===== src/rtl/ce_cascade.sv =====
// Clock-enable generator: loadable down-counting prescaler feeding a cascade of modulo-STAGE_MOD stages.
// Runtime divisor loading (div_reg, DIV_LD, DIV_IN) exists only when CE_CASCADE_DIVLD_EN is defined.

module ce_cascade_stage #(
    parameter int unsigned STAGE_MOD = 10
) (
    input  logic clk_i,
    input  logic rst_ni,
    input  logic clr_i,
    input  logic ce_i,
    output logic ce_o
);
    localparam int unsigned SW = $clog2(STAGE_MOD);
    localparam logic [SW-1:0] S_TOP = SW'(STAGE_MOD - 1);

    logic [SW-1:0] s_q, s_d;

    // Tick only when the upstream tick arrives on the wrap count, so all wraps align.
    assign ce_o = ce_i & (s_q == '0);

    always_comb begin
        s_d = s_q;
        if (clr_i)
            s_d = S_TOP;
        else if (ce_i)
            s_d = (s_q == '0) ? S_TOP : s_q - SW'(1);
    end

    always_ff @(posedge clk_i or negedge rst_ni) begin
        if (!rst_ni)
            s_q <= S_TOP;
        else
            s_q <= s_d;
    end
endmodule

module ce_cascade #(
    parameter int unsigned      PRE_W       = 17,
    parameter logic [PRE_W-1:0] PRE_DEFAULT = PRE_W'(99999),
    parameter int unsigned      STAGES      = 2,
    parameter int unsigned      STAGE_MOD   = 10
) (
    input  logic             CLK,
    input  logic             RST_N,
    input  logic             EN,
    input  logic             CLR,
    input  logic             DIV_LD,
    input  logic [PRE_W-1:0] DIV_IN,
    output logic [STAGES:0]  CE
);
    logic [PRE_W-1:0] pre_q, pre_d;
    logic [PRE_W-1:0] reload_val;
    logic [PRE_W-1:0] clr_val;

`ifdef CE_CASCADE_DIVLD_EN
    logic [PRE_W-1:0] div_q, div_d;

    assign div_d = DIV_LD ? DIV_IN : div_q;

    always_ff @(posedge CLK or negedge RST_N) begin
        if (!RST_N)
            div_q <= PRE_DEFAULT;
        else
            div_q <= div_d;
    end

    // A zero-count reload uses the old divisor; a restart with a load takes the new one directly.
    assign reload_val = div_q;
    assign clr_val    = DIV_LD ? DIV_IN : div_q;
`else
    logic unused_div;

    assign unused_div = ^{DIV_LD, DIV_IN};
    assign reload_val = PRE_DEFAULT;
    assign clr_val    = PRE_DEFAULT;
`endif

    always_comb begin
        pre_d = pre_q;
        if (CLR)
            pre_d = clr_val;
        else if (EN)
            pre_d = (pre_q == '0) ? reload_val : pre_q - PRE_W'(1);
    end

    always_ff @(posedge CLK or negedge RST_N) begin
        if (!RST_N)
            pre_q <= PRE_DEFAULT;
        else
            pre_q <= pre_d;
    end

    assign CE[0] = EN & ~CLR & (pre_q == '0);

    for (genvar k = 1; k <= STAGES; k++) begin : g_stage
        ce_cascade_stage #(
            .STAGE_MOD(STAGE_MOD)
        ) u_stage (
            .clk_i (CLK),
            .rst_ni(RST_N),
            .clr_i (CLR),
            .ce_i  (CE[k-1]),
            .ce_o  (CE[k])
        );
    end
endmodule


===== config.mk =====
export PLATFORM = sky130hd
export DESIGN_NAME = ce_cascade
export DESIGN_NICKNAME = d
export VERILOG_FILES = /design/src/rtl/ce_cascade.sv
export SDC_FILE = /design/constraint.sdc
export NUM_CORES = 1
export LEC_CHECK = 0
export CORE_ASPECT_RATIO = 1.25
export CORE_MARGIN = 2
export CORE_UTILIZATION = 40
export DETAILED_ROUTE_END_ITERATION = 12
export PLACE_DENSITY = 0.61
export SLEW_MARGIN = 20
export SYNTH_ARGS = -nofsm -noshare
export SYNTH_HDL_FRONTEND = slang
export SYNTH_SLANG_ARGS = --single-unit
export TNS_END_PERCENT = 5

===== constraint.sdc =====
create_clock -name CLK -period 2.3 [get_ports CLK]
set_clock_uncertainty 0.2 [all_clocks]
set_input_delay 0.23 -clock CLK [delete_from_list [all_inputs] [get_ports CLK]]
set_output_delay 0.23 -clock CLK [all_outputs]
set_load 0.005 [all_outputs]

[After elaboration in Yosys (flattened, before gate mapping)]
Index checks and enable logic that the tools add are counted.
Operators by class
  mux-type cells: 9
  div/mod/pow operators: 0
  $add $sub $neg: 3
  reductions and logical operators: 6
  shifts and indexed selects: 0
  bitwise logic cells: 5
  multipliers: 0
  $lt $le $gt $ge: 0
  equal/unequal tests: 0
Operators with widths (count)
  17-bit two-way mux: 3
  4-bit two-way mux: 6
  17-bit logical NOT: 1
  17-bit by 1-bit subtractor with 17-bit output (second input constant): 1
  4-bit logical NOT: 2
  4-bit by 1-bit subtractor with 4-bit output (second input constant): 2
  2-bit nonzero test: 3
  1-bit AND: 4
  1-bit NOT: 1
Storage, ports and cells
  bits in registers: 25
  word-level logic and storage cells: 26
  ROM bits: 0
  memories kept: 0
  bits in latches: 0
  bits in writable memories: 0
  input port bits: 22
  output and inout port bits: 3

[Longest topological paths before layout]
Gate-level depths: netlist of run 1.
  depth in word-level cells: 6
  gate-level depth with buffers: 7
  gate-level depth less buffers: 6

[By module]
Synthesis of run 1 repeated with hierarchy kept, for this count alone.
Second synthesis, totals
  cells, all modules: 155
  area, all modules: 1535.2 um2
Modules (own cells, without submodules)
  ce_cascade: area each 1094.8 um2, seq. area each 437.9 um2, cells an instance 117, instances 1
  ce_cascade_stage: area each 220.2 um2, seq. area each 102.6 um2, cells an instance 19, instances 2

[Worst setup path before layout of run 1]
No wires, ideal clock.
  path kind: register -> register
  start: register pre_q[7]
  end: register g_stage[1].u_stage.s_q[1]
  stages on the path, launching flop included: 6
  arrival time: 2097 ps
  period minus slack after synthesis: 2374 ps
  path slack: -74 ps
  cell sequence: dfstp_2 > or4_4 > or4_1 > clkbuf_2 > or4_1 > a21oi_1
Between the ends
  word-level cells in the longest chain between the ends: 3
RTL lines
  start: declaration: line 51  | logic [PRE_W-1:0] pre_q, pre_d;
  start signal: assignment: line 90  | pre_q <= pre_d;
  17-bit logical NOT: line 93  | assign CE[0] = EN & ~CLR & (pre_q == '0);
  1-bit AND: line 93
  2-bit nonzero test (no source line)
  end signal: assignment: line 31  | s_q <= S_TOP;
  end signal: assignment: line 33  | s_q <= s_d;
  end: declaration: line 16  | logic [SW-1:0] s_q, s_d;
Every way passes these cells.
A chain may end at the register's enable or synchronous reset.

[Worst setup path after layout of run 1]
  start: register pre_q[10]
  end: register g_stage[1].u_stage.s_q[1]
The elaborated chain is that of the path after synthesis.

==> impl_results.md, run 1 <==
* Outcome: finished, violations left
* Failing checks: setup timing
* Min-Delay Path Class: in2async
* Pleak at 0.944 nW
* Synth Cell Area at 1690 um2
* Routed vias/inst at approximately 5.8
* Top sig layer: met4
* Max-cap violations at 0
* Met1 wire length at 1.81 mm
* Compound-Gate Fraction of Synth Area at between 20 and 25%
* Clock Sinks at 25
* CTS Buf Count at 3
* Final net count at 269
* Met2 WL post-DR at 2.56 mm
* Simple-gate share of the synthesized area at 27.9%
* RSZ-0062 raised after global routing: yes
* Syn. warnings at 0
* Xor/xnor share of the synthesized area at less than 1%
* Clk Tree Root Cell: clkbuf_8
* WL/cell at roughly 16 um
* Synth Area in Adders at 4.45%
* Fin crit period at 2.37 ns
* Final worst-path cycle share at 103%
* Met3 wire len at about 220 um
* CP max stage delay at roughly 0.57 ns
* Final setup vio count at 3
* CP max-delay cell: or4_4
* Power Dens Cells at 354 nW/um2
* Synth Register Bits at 25
* Synth top area cells: dfstp_2 (22%), dfrtp_1 (16%), ha_1 (4.4%)
* Total power at approximately 0.80 mW
* Num rows at 26
* Die width at 62.1 um
* DRT antenna net count at 0
* Placed insts at 291
* Mapped Nets at 220
* Kind of end point of the critical path: register
* Latest clock arrival within the worst-skew pair at 0.26 ns
* Global route overflow at 0
* Initial antenna violation count at 0
* Synth area leader: dfstp_2
* Clock H-tree levels at 1
* Post-synth EDFFs at 0
* Fmax at 423 MHz
* Slew headroom at 67.8%
* Gate Count Post-Synth at 192
* GR Util All Layers at 20.4%
* Avg Inst Size Synth at 8.79 um2
* Post-synth ARST share at 100%
* DPL Wire Length at between 3 and 4 mm
* Post-synth top area share at 21.8%
* Worst Setup Slack, final at -0.0655 ns
* Number of global-route vias before repair at 1,766
* Drc violations at 0
* Post-synthesis mux area share at 0%
* Placer Congestion at 0.986
* Share of cells above drive strength 1 at 39.6%
* Largest net degree at the start of global routing at 26
* Io pins at 25
* Top_reg_cell synth: dfstp_2
* Hold Slack at 0.130 ns
* Clk buf depth at 2
* Largest family of logic cells by synthesized area: simple AND/OR/NAND/NOR gates
* Fin. max-slew vios at 0
* Final Core Density at 55.5%
* Detailed Route Iter0 Violations at 125
* Core area at 4070 um2
* Routed via count at 1,717
* WP data required at around 2.3 ns
* Starting Density at just over 40%
* Port Buffers at 6
* Seq/Total Area, Yosys at 38.1%
* Fillers at 371
* Drt pass-1 iters at 5
* Cell with the most instances after synthesis: o21ai_0
* Die ar. at between 4000 and 5000 um2
* Ant diodes at 0
* Final std cells w/o fill at 296
* Arrival time worst endpoint at 2.36 ns
* Setup TNS at -0.134 ns
* Area Growth Syn to Fin at 33.8%
* TritonCTS clock tree: done
* Critical Path Source Type: register
* Final hold vios at 0
* Clk slew on worst S/H paths at 0.09 ns
* Library cells used by synthesis at between 50 and 60
* WS Path Type: reg2reg
* CP Cell Sequence: or4_4 -> buf_6 -> or4_4 -> or4_1 -> a21oi_1
* Hold Buf Count CTS at 0
* Routed wire length at ~4.7 mm
* Post-synth top cells: o21ai_0 (15), a21oi_1 (14), dfstp_2 (14), nor2_1 (14), nand2_1 (12)
* First-pass GRT wire length at 7.91 mm
* Most used cell along the critical path: or4_4
* Peak VDD IR at approximately 270 uV
* Slew @ Worst Pin at 0.481 ns
* Die Ht at roughly 77 um
* Crit Path Max Fanout at 2
[cell families after synthesis]
kind of cell             Yosys count
buffers and inverters             22
AND/OR/NAND/NOR                   81
AO/OA/AOI/OAI                     57
adder cells (fa/ha/maj)            6
flip-flops                        25
XOR/XNOR                           1
[placed cells by master, fill, tap and decap left out, types with 5 or more instances in the layout]
cell,n
inv_1,8
nand2_1,11
nand4_1,5
buf_4,50
nor2_1,12
dfstp_2,14
dfrtp_1,11
a21oi_1,14
a31oi_1,5
ha_1,5
o21ai_0,9
o21ai_1,6
nor3_1,9
[per-layer routing]
metal	global-route usage (%)	vias to the layer above
met3	3.25	10
met1	22.9	832
li1	-	819
met2	37.3	56
met4	9.78	0
met5	0	-
[report_power, final]
| group | leakage (nW) | internal (mW) | total (mW) | switching, mW |
|---|---|---|---|---|
| clock | 0.0228 | 0.124 | 0.261 | 0.138 |
| combinational | 0.620 | 0.0358 | 0.0867 | 0.0510 |
| sequential | 0.301 | 0.448 | 0.451 | 0.00304 |
| total | 0.944 | 0.607 | 0.799 | 0.192 |
[path summary, 6_finish.rpt]
| check | slack, ns | from | endpoint | cells past startpoint |
|---|---|---|---|---|
| setup / recovery | -0.07 | pre_q[10] | g_stage[1].u_stage.s_q[1] | 5 |
| hold / removal | 0.13 | RST_N | g_stage[2].u_stage.s_q[2] | 2 |
| setup reg to reg | -0.07 | pre_q[10] | g_stage[1].u_stage.s_q[1] | 5 |
| hold reg to reg | 0.39 | g_stage[2].u_stage.s_q[0] | g_stage[2].u_stage.s_q[0] | 2 |
| max in group asynchronous | 1.47 | RST_N | pre_q[1] | 2 |
| min in group CLK | 0.39 | g_stage[2].u_stage.s_q[0] | g_stage[2].u_stage.s_q[0] | 2 |
[metrics by stage]
step	worst slack, ns	cell area, um2
floorplan	0.00637	1700
global placement	-0.183	2110
detailed placement	-0.251	2110
CTS	-0.0818	2200
global route	-0.119	2260
finish	-0.0655	2260
[final cells by class]
| type | instances | area (um2) | area share [%] |
|---|---|---|---|
| inverters | 9 | 33.8 | 1.50 |
| repair buffers | 57 | 442 | 19.6 |
| flip-flops and latches | 25 | 643 | 28.5 |
| well taps | 56 | 70.1 | 3.10 |
| multi-input cells | 145 | 1020 | 45.4 |
| clock buffers | 4 | 45.0 | 1.99 |
[worst max-delay path, delay by kind of cell, from the launching register on]
kind | cells | cell delay [ns]
simple gates | 3 | 1.44
flops | 1 | 0.38
buf+inv | 1 | 0.14
compound gates | 1 | 0.13
[repair_timing]
action | 4_1_cts | 5_1_grt
gates resized for setup | 15 | 22
setup buffers | 1 | 0
setup endpoints to repair | 6 | 14
pin swaps | 4 | 6
[flip-flops by register name, indices dropped and copies added, names as in the netlist]
name                 count
g_stage.u_stage.s_q      8
pre_q                   17
Power figures use the tool's default switching activity.
==> run 2: changes to the inputs <==
--- a/config.mk
+++ b/config.mk
@@ -10,6 +10,7 @@
 export CORE_UTILIZATION = 40
 export DETAILED_ROUTE_END_ITERATION = 12
 export PLACE_DENSITY = 0.61
+export REMOVE_ABC_BUFFERS = 1
 export SLEW_MARGIN = 20
 export SYNTH_ARGS = -nofsm -noshare
 export SYNTH_HDL_FRONTEND = slang
==> run 2 against run 1 <==
The flow still finishes with violations (setup timing). Combinational power about the same. Worst hold slack lost 0.020 ns. Global-route usage decreased by 0.36 points. Largest cell class unchanged. Largest power group unchanged.
==> impl_results.md, run 2 (synthesized netlist as in run 1, its figures left out) <==
* DRT antenna net count at 0
* CP max-delay cell: or4_4
* Die Ht at 76.6 um
* WP buf/inv at 1
* Crit Path Max Fanout at 3
* Slew headroom at 62.6%
* Port Buffers at 6
* Commonest cells after routing, fill and taps aside: buf_4 (49), nor2_1 (14), dfstp_2 (14), a21oi_1 (12)
* RSZ-0062 raised after global routing: yes
* Final instance area at 2200 um2
* Fmax at approximately 410 MHz
* Critical Path Source Type: register
* Clock H-tree levels at 1
* CP delay by family, top: simple AND/OR/NAND/NOR gates
* Peak VDD IR at 181 uV
* Worst Setup Slack, final at -0.113 ns
* Core area at 4070 um2
* Placement Cell Area at 2090 um2
* CP max stage delay at 0.54 ns
* Most used cell along the critical path: or4_4
* Starting Density at 41.5%
* Kind of end point of the critical path: register
* Pleak at 0.907 nW
* Largest net degree at the start of global routing at 26
* Drt pass-1 iters at 4
* Clock Sinks at 25
* Number of global-route vias before repair at 1,725
* WS Path Type: reg2reg
* Clk buf depth at 2
* Setup TNS at -0.129 ns
* Arrival time worst endpoint at between 2 and 2.5 ns
* Top flop regs: pre_q: 17 flops, g_stage.u_stage.s_q: 8 flops
* Failing checks: setup timing
* Detailed Route Iter0 Violations at roughly 110
* Area Growth Syn to Fin at 30.5%
* Final worst-path cycle share at 105%
* Max reg flops at 17
* Max-cap violations at 0
* Die width at 62.1 um
* Hold Buf Count CTS at 0
* Power Dens Cells at about 370 nW/um2
* Clk Tree Root Cell: clkbuf_8
* Ant diodes at 0
* Routed vias/inst at about 5.7
* Largest Register: pre_q
* Commonest non-fill, non-tap cell in the layout: buf_4
* CP Cell Sequence: or4_4 -> buf_6 -> or4_4 -> or4_4 -> a21oi_2
* First-pass GRT wire length at 7.82 mm
* Fillers at 375
* Min-Delay Path Class: in2async
* Initial antenna violation count at 0
* Io pins at 25
* CTS Buf Count at 3
* Routed via count at 1,689
* Share of cells above drive strength 1 at 38.9%
* Fin. max-slew vios at 0
* Final hold vios at 0
* Global route overflow at 0
* Num rows at 26
* Drc violations at 0
* Slew @ Worst Pin at 0.560 ns
* Outcome: finished, violations left
* Clk slew on worst S/H paths at 0.09 ns
* TritonCTS clock tree: done
* DPL Wire Length at 3.35 mm
* WP data required at between 2 and 2.5 ns
* GR Util All Layers at 20.0%
* Die ar. at 4760 um2
* Routed wire length at 4.47 mm
* WL/cell at 15.2 um
* Final setup vio count at 5
* Latest clock arrival within the worst-skew pair at 0.28 ns
* Placer Congestion at 0.854
* Final net count at 268
* Fin crit period at 2.41 ns
==> run 2: metrics by stage <==
stage	utilization, %	setup WS [ns]	power (mW)	hold WS, ns	cells
floorplan	-	-0.0537	0.486	-0.266	179
global placement	51.3	-0.186	0.536	0.320	289
detailed placement	51.3	-0.205	0.538	0.333	289
CTS	52.9	-0.118	0.813	0.119	293
global route	54.2	-0.149	0.858	0.129	295
finish	54.2	-0.113	0.810	0.109	295
==> run 2: worst paths after layout <==
check                              start                        end  slack (ns)  cells after the start
worst max-delay path            pre_q[7]  g_stage[1].u_stage.s_q[1]       -0.11                      5
worst min-delay path               RST_N  g_stage[1].u_stage.s_q[2]        0.11                      2
worst max register to register  pre_q[7]  g_stage[1].u_stage.s_q[1]       -0.11                      5
worst min register to register  pre_q[1]                   pre_q[1]        0.34                      2
max in group asynchronous          RST_N                  pre_q[16]        1.49                      2
min in group CLK                pre_q[1]                   pre_q[1]        0.34                      2
==> run 2: final cells by class <==
class                           count  area (um2)  area share (%)
Tap cell                           56        70.1            3.18
Clock buffer                        4        45.0            2.04
Sequential cell                    25         643            29.2
Inverter                            9        33.8            1.53
Multi-Input combinational cell    145         982            44.6
Timing Repair Buffer               56         429            19.5
==> run 2: what timing repair did <==
action | 4_1_cts | 5_1_grt
pin swaps | 2 | 2
setup buffers | 0 | 2
resized for setup | 16 | 15
cloned | 0 | 0
endpoints found under the setup margin | 17 | 19
hold endpoints to repair | 0 | 0
==> run 2: power breakdown <==
| part | leakage [nW] | internal, mW | switching (mW) |
|---|---|---|---|
| Combinational | 0.583 | 0.0355 | 0.0510 |
| Sequential | 0.301 | 0.448 | 0.00288 |
| Clock | 0.0228 | 0.124 | 0.148 |
==> run 2: routing by layer <==
metal	track usage, %	wire, um
met1	25.9	1920
met2	34.0	2310
met3	3.10	175
met4	6.89	66
met5	0	0
